==> config.mk <==
export PLATFORM = sky130hd
export DESIGN_NAME = mem_1r1w_banked
export DESIGN_NICKNAME = d
export VERILOG_FILES = /design/src/rtl/mem_1r1w_banked.sv
export SDC_FILE = /design/constraint.sdc
export NUM_CORES = 2
export LEC_CHECK = 0
export ABC_AREA = 0
export BUFFER_PORTS_ARGS = -buffer_cell sky130_fd_sc_hd__buf_2
export CAP_MARGIN = 0
export CORE_MARGIN = 2
export CORE_UTILIZATION = 61
export CTS_CLUSTER_SIZE = 30
export DETAILED_ROUTE_END_ITERATION = 12
export PLACE_DENSITY = 0.78
export SYNTH_ARGS = -nofsm -noshare
export SYNTH_HDL_FRONTEND = slang
export SYNTH_SLANG_ARGS = --single-unit
export TNS_END_PERCENT = 20
==> constraint.sdc <==
create_clock -name clock -period 8.2 [get_ports clock]
set_clock_uncertainty 0.1 [all_clocks]
set_input_delay 0.41 -clock clock [delete_from_list [all_inputs] [get_ports clock]]
set_output_delay 0.41 -clock clock [all_outputs]
set_load 0.03 [all_outputs]
==> src/rtl/mem_1r1w_banked.sv <==
// Banked 1R1W memory: DEPTH x WIDTH tiled onto MACRO_DEPTH-row banks, masked writes, post-reset clear.
// Optional write-to-read forwarding on same-address collisions is enabled by defining MEM_1R1W_FWD_EN.
module mem_1r1w_banked #(
    parameter int unsigned DEPTH       = 48,
    parameter int unsigned WIDTH       = 64,
    parameter int unsigned MACRO_DEPTH = 32,
    parameter int unsigned MASK_GRAN   = 16,
    localparam int unsigned AW = (DEPTH > 1) ? $clog2(DEPTH) : 1,
    localparam int unsigned NL = WIDTH / MASK_GRAN
) (
    input  logic             clock,
    input  logic             reset,
    input  logic [AW-1:0]    R0_addr,
    input  logic             R0_en,
    output logic [WIDTH-1:0] R0_data,
    input  logic [AW-1:0]    W0_addr,
    input  logic             W0_en,
    input  logic [WIDTH-1:0] W0_data,
    input  logic [NL-1:0]    W0_mask,
    output logic             init_busy
);
    localparam int unsigned NB = (DEPTH + MACRO_DEPTH - 1) / MACRO_DEPTH;
    localparam int unsigned RB = $clog2(MACRO_DEPTH);
    localparam int unsigned EW = (AW > RB) ? AW : RB;
    localparam int unsigned BW = (NB > 1) ? $clog2(NB) : 1;

    typedef enum logic {S_CLEAR, S_READY} state_t;

    state_t          r_state, w_state_nxt;
    logic [RB-1:0]   r_cnt, w_cnt_nxt;

    always_ff @(posedge clock) begin
        if (reset) begin
            r_state <= S_CLEAR;
            r_cnt   <= '0;
        end else begin
            r_state <= w_state_nxt;
            r_cnt   <= w_cnt_nxt;
        end
    end

    always_comb begin
        w_state_nxt = r_state;
        w_cnt_nxt   = r_cnt;
        if (r_state == S_CLEAR) begin
            w_cnt_nxt = r_cnt + 1'b1;
            if (r_cnt == RB'(MACRO_DEPTH - 1)) w_state_nxt = S_READY;
        end
    end

    assign init_busy = (r_state != S_READY);

    // Address split: zero-extend so the row slice is legal even when AW < RB.
    logic [EW-1:0] w_raddr_x, w_waddr_x, w_rbank, w_wbank;
    logic [RB-1:0] w_rrow, w_wrow;
    logic          w_rin, w_win, w_racc, w_wacc;

    assign w_raddr_x = EW'(R0_addr);
    assign w_waddr_x = EW'(W0_addr);
    assign w_rrow    = w_raddr_x[RB-1:0];
    assign w_wrow    = w_waddr_x[RB-1:0];
    assign w_rbank   = w_raddr_x >> RB;
    assign w_wbank   = w_waddr_x >> RB;
    assign w_rin     = (32'(R0_addr) < DEPTH);
    assign w_win     = (32'(W0_addr) < DEPTH);
    assign w_racc    = R0_en && !init_busy;
    assign w_wacc    = W0_en && !init_busy && w_win;

    logic [WIDTH-1:0] w_bank_q [NB];

    for (genvar b = 0; b < NB; b++) begin : g_bank
        logic [WIDTH-1:0] r_mem [MACRO_DEPTH];
        logic [WIDTH-1:0] r_q_p1;
        logic             w_we, w_re;

        assign w_we = w_wacc && (w_wbank == EW'(b));
        assign w_re = w_racc && w_rin && (w_rbank == EW'(b));

        always_ff @(posedge clock) begin
            if (init_busy) begin
                r_mem[r_cnt] <= '0;
            end else if (w_we) begin
                for (int l = 0; l < NL; l++) begin
                    if (W0_mask[l]) r_mem[w_wrow][l*MASK_GRAN +: MASK_GRAN] <= W0_data[l*MASK_GRAN +: MASK_GRAN];
                end
            end
            if (w_re) r_q_p1 <= r_mem[w_rrow];
        end

        assign w_bank_q[b] = r_q_p1;
    end

    // Stage p1: bank select and in-range flag travel with the bank read.
    logic          r_rd_ok_p1;
    logic [BW-1:0] r_rd_bank_p1;

    always_ff @(posedge clock) begin
        if (reset)       r_rd_ok_p1 <= 1'b0;
        else if (w_racc) r_rd_ok_p1 <= w_rin;
    end

    always_ff @(posedge clock) begin
        if (w_racc) r_rd_bank_p1 <= BW'(w_rbank);
    end

`ifdef MEM_1R1W_FWD_EN
    logic             r_fwd_hit_p1;
    logic [WIDTH-1:0] r_fwd_data_p1;
    logic [NL-1:0]    r_fwd_mask_p1;

    always_ff @(posedge clock) begin
        if (reset)       r_fwd_hit_p1 <= 1'b0;
        else if (w_racc) r_fwd_hit_p1 <= w_wacc && (R0_addr == W0_addr);
    end

    always_ff @(posedge clock) begin
        if (w_racc) begin
            r_fwd_data_p1 <= W0_data;
            r_fwd_mask_p1 <= W0_mask;
        end
    end
`endif

    logic [WIDTH-1:0] w_rdata;

    always_comb begin
        w_rdata = '0;
        if (r_rd_ok_p1) w_rdata = w_bank_q[r_rd_bank_p1];
`ifdef MEM_1R1W_FWD_EN
        if (r_rd_ok_p1 && r_fwd_hit_p1) begin
            for (int l = 0; l < NL; l++) begin
                if (r_fwd_mask_p1[l]) w_rdata[l*MASK_GRAN +: MASK_GRAN] = r_fwd_data_p1[l*MASK_GRAN +: MASK_GRAN];
            end
        end
`endif
    end

    assign R0_data = w_rdata;

endmodule

==> flow_summary.ini <==
[status]
status = complete, no violations

[power]
p_leak_nw = 49.9
power.internal_mw = 34.8
ir_worst_vdd_mv = 0.213
seq_power_share_pct = 53.9
switchingPower_mw = 9.31
pwr-share-comb_pct = 3.5
swShare_pct = 21.1
p_clk_share_pct = 42.6
p_total_mw = 44.1
p_per_area_nw_per_um2 = 246

[global_routing]
grt_start_max_net_pins = 127
antenna_found_initial = 34
grtUsageMet2_pct = 52.8
use_met3_pct = 8.82
busiest_layer = met2
grt_usage_pct = 34.0
grt_use_met1_pct = 44.3
grt_pass1_wl_mm = 631
grt_pass1_vias = 82834
grt_overflow_total = 0

[worst_setup_path]
cp-end-kind = flip-flop
slowest_stage = and2_1
r2r_start = r_state
worstSetupPathType = flip-flop to flip-flop
r2r_slack_ns = 3.53
rr_worst_depth = 4
critPathLaunchType = flip-flop
cp-startpoint = r_state
crit_required_ns = 8.60
endpoint = g_bank[0].r_mem[31][35]
worstReg2RegEnd = g_bank[0].r_mem[31][35]
worstPathCellList = nand3b_1 > nor2_4 > buf_4 > and2_1
cp.arrival_ns = 5.07
max_stage_delay_ns = 1.16
crit_fanout = 40

[timing]
slew_viol_final = 0
setup_viol = 0
max-slew-margin-rel_pct = 2.68
tightest_slew_ns = 1.46
rsz0062_at_grt = no
whs_ns = 0.146
setup_ws_ns = 3.53
tns_ns = 0
fmax_ghz = 0.214
fin_crit_ns = 4.67
hold_viol = 0
post-route-period-util_pct = 56.9

[logic_synthesis]
synth_nets = 7246
synth_ff_type = edfxtp_1
synth.avg_cell_area_sq_um = 22.4
yosys_warnings = 0
synthDistinctLibCells = 42
async_flop_share_pct = 0
synth_area_sq_um = 160000
synth_seq_cells = 4232
synth-edff-count = 4225
syn-instance-count = 7160
seq_area_frac_synth_pct = 79.3

[job]
cap_violations = 0

[finish]
fin_area_sq_um = 180000
drive_above_1_share_pct = 28.1
fill_cells = 14593
syn2layout_area_growth_pct = 12.1
fin_cells = 11383
postLayoutCoreUtil_pct = 68.6
nets = 7586

[place]
dp.cells = 10602
place_area_sq_um = 166000
post-place-ws_ns = 3.36
place.gp.congestion = 0.878
dp_hpwl_mm = 254
place.port_buffers = 148

[die]
placementRows = 188
die_width_um = 516
core_area_sq_um = 262000
fp.dieH_um = 516
dieArea_sq_um = 267000
ios = 149
start_util_pct = 61.2

[clock_network]
clk_pin_slew_ns = 0.07
cts.repair.resized = 0
clkSinkCount = 4232
cts_made_buffers = 407
post-cts-setup-buffer-count = 0
cts_max_level = 5
max-clock-path-buffers = 4
clk_latency_ns = 0.94
ctsRootBufferMaster = clkbuf_16
hold_buffers = 4
cts_tree = done

[detailed_routing]
routedWlPerCell_um = 39.6
drt_iter0_markers = 13587
via_count = 83744
drc_errors = 0
totalWireLength_mm = 451
vias_per_cell = 7.36
ant_nets = 0
drtPass1Iterations = 6

[min_path]
hold_class = input port to flip-flop
==> critical path, delay by kind of cell, from the launching register on <==
kind	cells	cell delay, ns
and+or+nand+nor	3	2.67
DFF	1	0.64
buffers and inverters	1	0.76
==> power by group through the flow <==
| stage | registers, mW | clock network [mW] | logic [mW] |
|---|---|---|---|
| finish | 23.8 | 18.8 | 1.55 |
| detailed placement | 24.3 | 0 | 1.49 |
| floorplan | 24.2 | 0 | 0.914 |
| global route | 23.8 | 19.5 | 1.57 |
| global placement | 24.2 | 0 | 1.47 |
| CTS | 23.8 | 18.8 | 1.52 |
==> sequential cells by signal (all words and copies together), names as in the netlist <==
register,count
g_bank.r_mem,4096
r_rd_bank_p1,1
g_bank.r_q_p1,128
r_state,1
r_rd_ok_p1,1
r_cnt,5
==> area by class of cell <==
type | count | area (sq um) | area share, %
multi-input cells | 2495 | 32400 | 18.0
inverters | 4 | 15.0 | 0.00836
clock buffers | 490 | 10600 | 5.89
well taps | 3515 | 4400 | 2.45
repair buffers | 360 | 2540 | 1.42
flip-flops and latches | 4232 | 127000 | 70.7
clock inverters | 246 | 2500 | 1.40
diodes | 41 | 103 | 0.0571
==> Yosys cell counts, drive strengths merged (6+ instances only) <==
cell    count  share of area, %
and3       79              0.31
nor2b      75              0.29
a31oi      28              0.11
nor3       29             0.091
nor4      144              0.56
a22oi      85              0.40
nand3      37              0.12
nand4      18             0.070
dfxtp       7             0.088
nor3b       6             0.031
o22ai     444               1.7
mux2i     202               1.3
and2       68              0.27
buf       192              0.57
nand2      29             0.068
nand2b      9             0.035
edfxtp   4225                79
a21oi      29             0.091
nor2      228              0.53
mux4      956                13
clkbuf    237              0.56
==> cells by family after synthesis <==
| logic type | count (synthesis) | synth area share, % |
|---|---|---|
| DFF | 4232 | 79.3 |
| muxes | 1158 | 14.7 |
| and+or+nand+nor | 737 | 2.45 |
| AOI/OAI and AO/OA | 595 | 2.37 |
| buffers and inverters | 433 | 1.13 |
| xor gates and xnor gates | 3 | 0.0164 |
| adders and majority gates | 2 | 0.0156 |
==> worst min path at each step <==
| stage | start | to | slack (ns) | depth (start not counted) |
|---|---|---|---|---|
| final | W0_data[61] | g_bank[1].r_mem[21][61] | 0.15 | 3 |
| after global routing | W0_data[23] | g_bank[0].r_mem[7][23] | 0.15 | 3 |
| after CTS | W0_data[53] | g_bank[1].r_mem[22][53] | 0.10 | 3 |
| after detailed placement | r_cnt[3] | r_cnt[3] | 0.56 | 3 |
| after global placement | r_cnt[3] | r_cnt[3] | 0.54 | 3 |
| after floorplan | reset | r_rd_ok_p1 | 0.38 | 1 |
==> per-layer routing <==
metal | up-vias | wire [um]
met1 | 43201 | 143000
met2 | 7829 | 214000
li1 | 31271 | -
met5 | - | 228
met3 | 1433 | 62300
met4 | 10 | 30900
==> layout by cell type, fill, tap and decap left out, types with 5 or more instances in the layout <==
cell | synthesis | layout
a21oi_1 | 29 | 21
a21oi_2 | 0 | 8
a22oi_1 | 85 | 85
a31oi_2 | 0 | 22
and2_1 | 68 | 67
and3_1 | 78 | 71
and3_2 | 0 | 7
buf_12 | 0 | 15
buf_2 | 130 | 145
buf_4 | 0 | 195
bufinv_16 | 0 | 43
clkbuf_1 | 237 | 79
clkbuf_16 | 0 | 411
clkinv_1 | 0 | 85
clkinv_2 | 0 | 78
clkinv_4 | 0 | 5
clkinvlp_4 | 0 | 11
dfxtp_1 | 7 | 5
diode_2 | 0 | 41
edfxtp_1 | 4225 | 4225
inv_6 | 0 | 9
mux2i_1 | 202 | 202
mux4_2 | 956 | 956
nand2_1 | 29 | 28
nand2b_1 | 9 | 7
nand3_1 | 37 | 35
nand4_1 | 18 | 18
nor2_1 | 228 | 16
nor2_2 | 0 | 209
nor2b_1 | 75 | 70
nor2b_4 | 0 | 5
nor3_2 | 0 | 29
nor3b_2 | 1 | 5
nor4_1 | 144 | 139
nor4_2 | 0 | 5
o22ai_1 | 444 | 444
(Power assumes the default switching activity.)
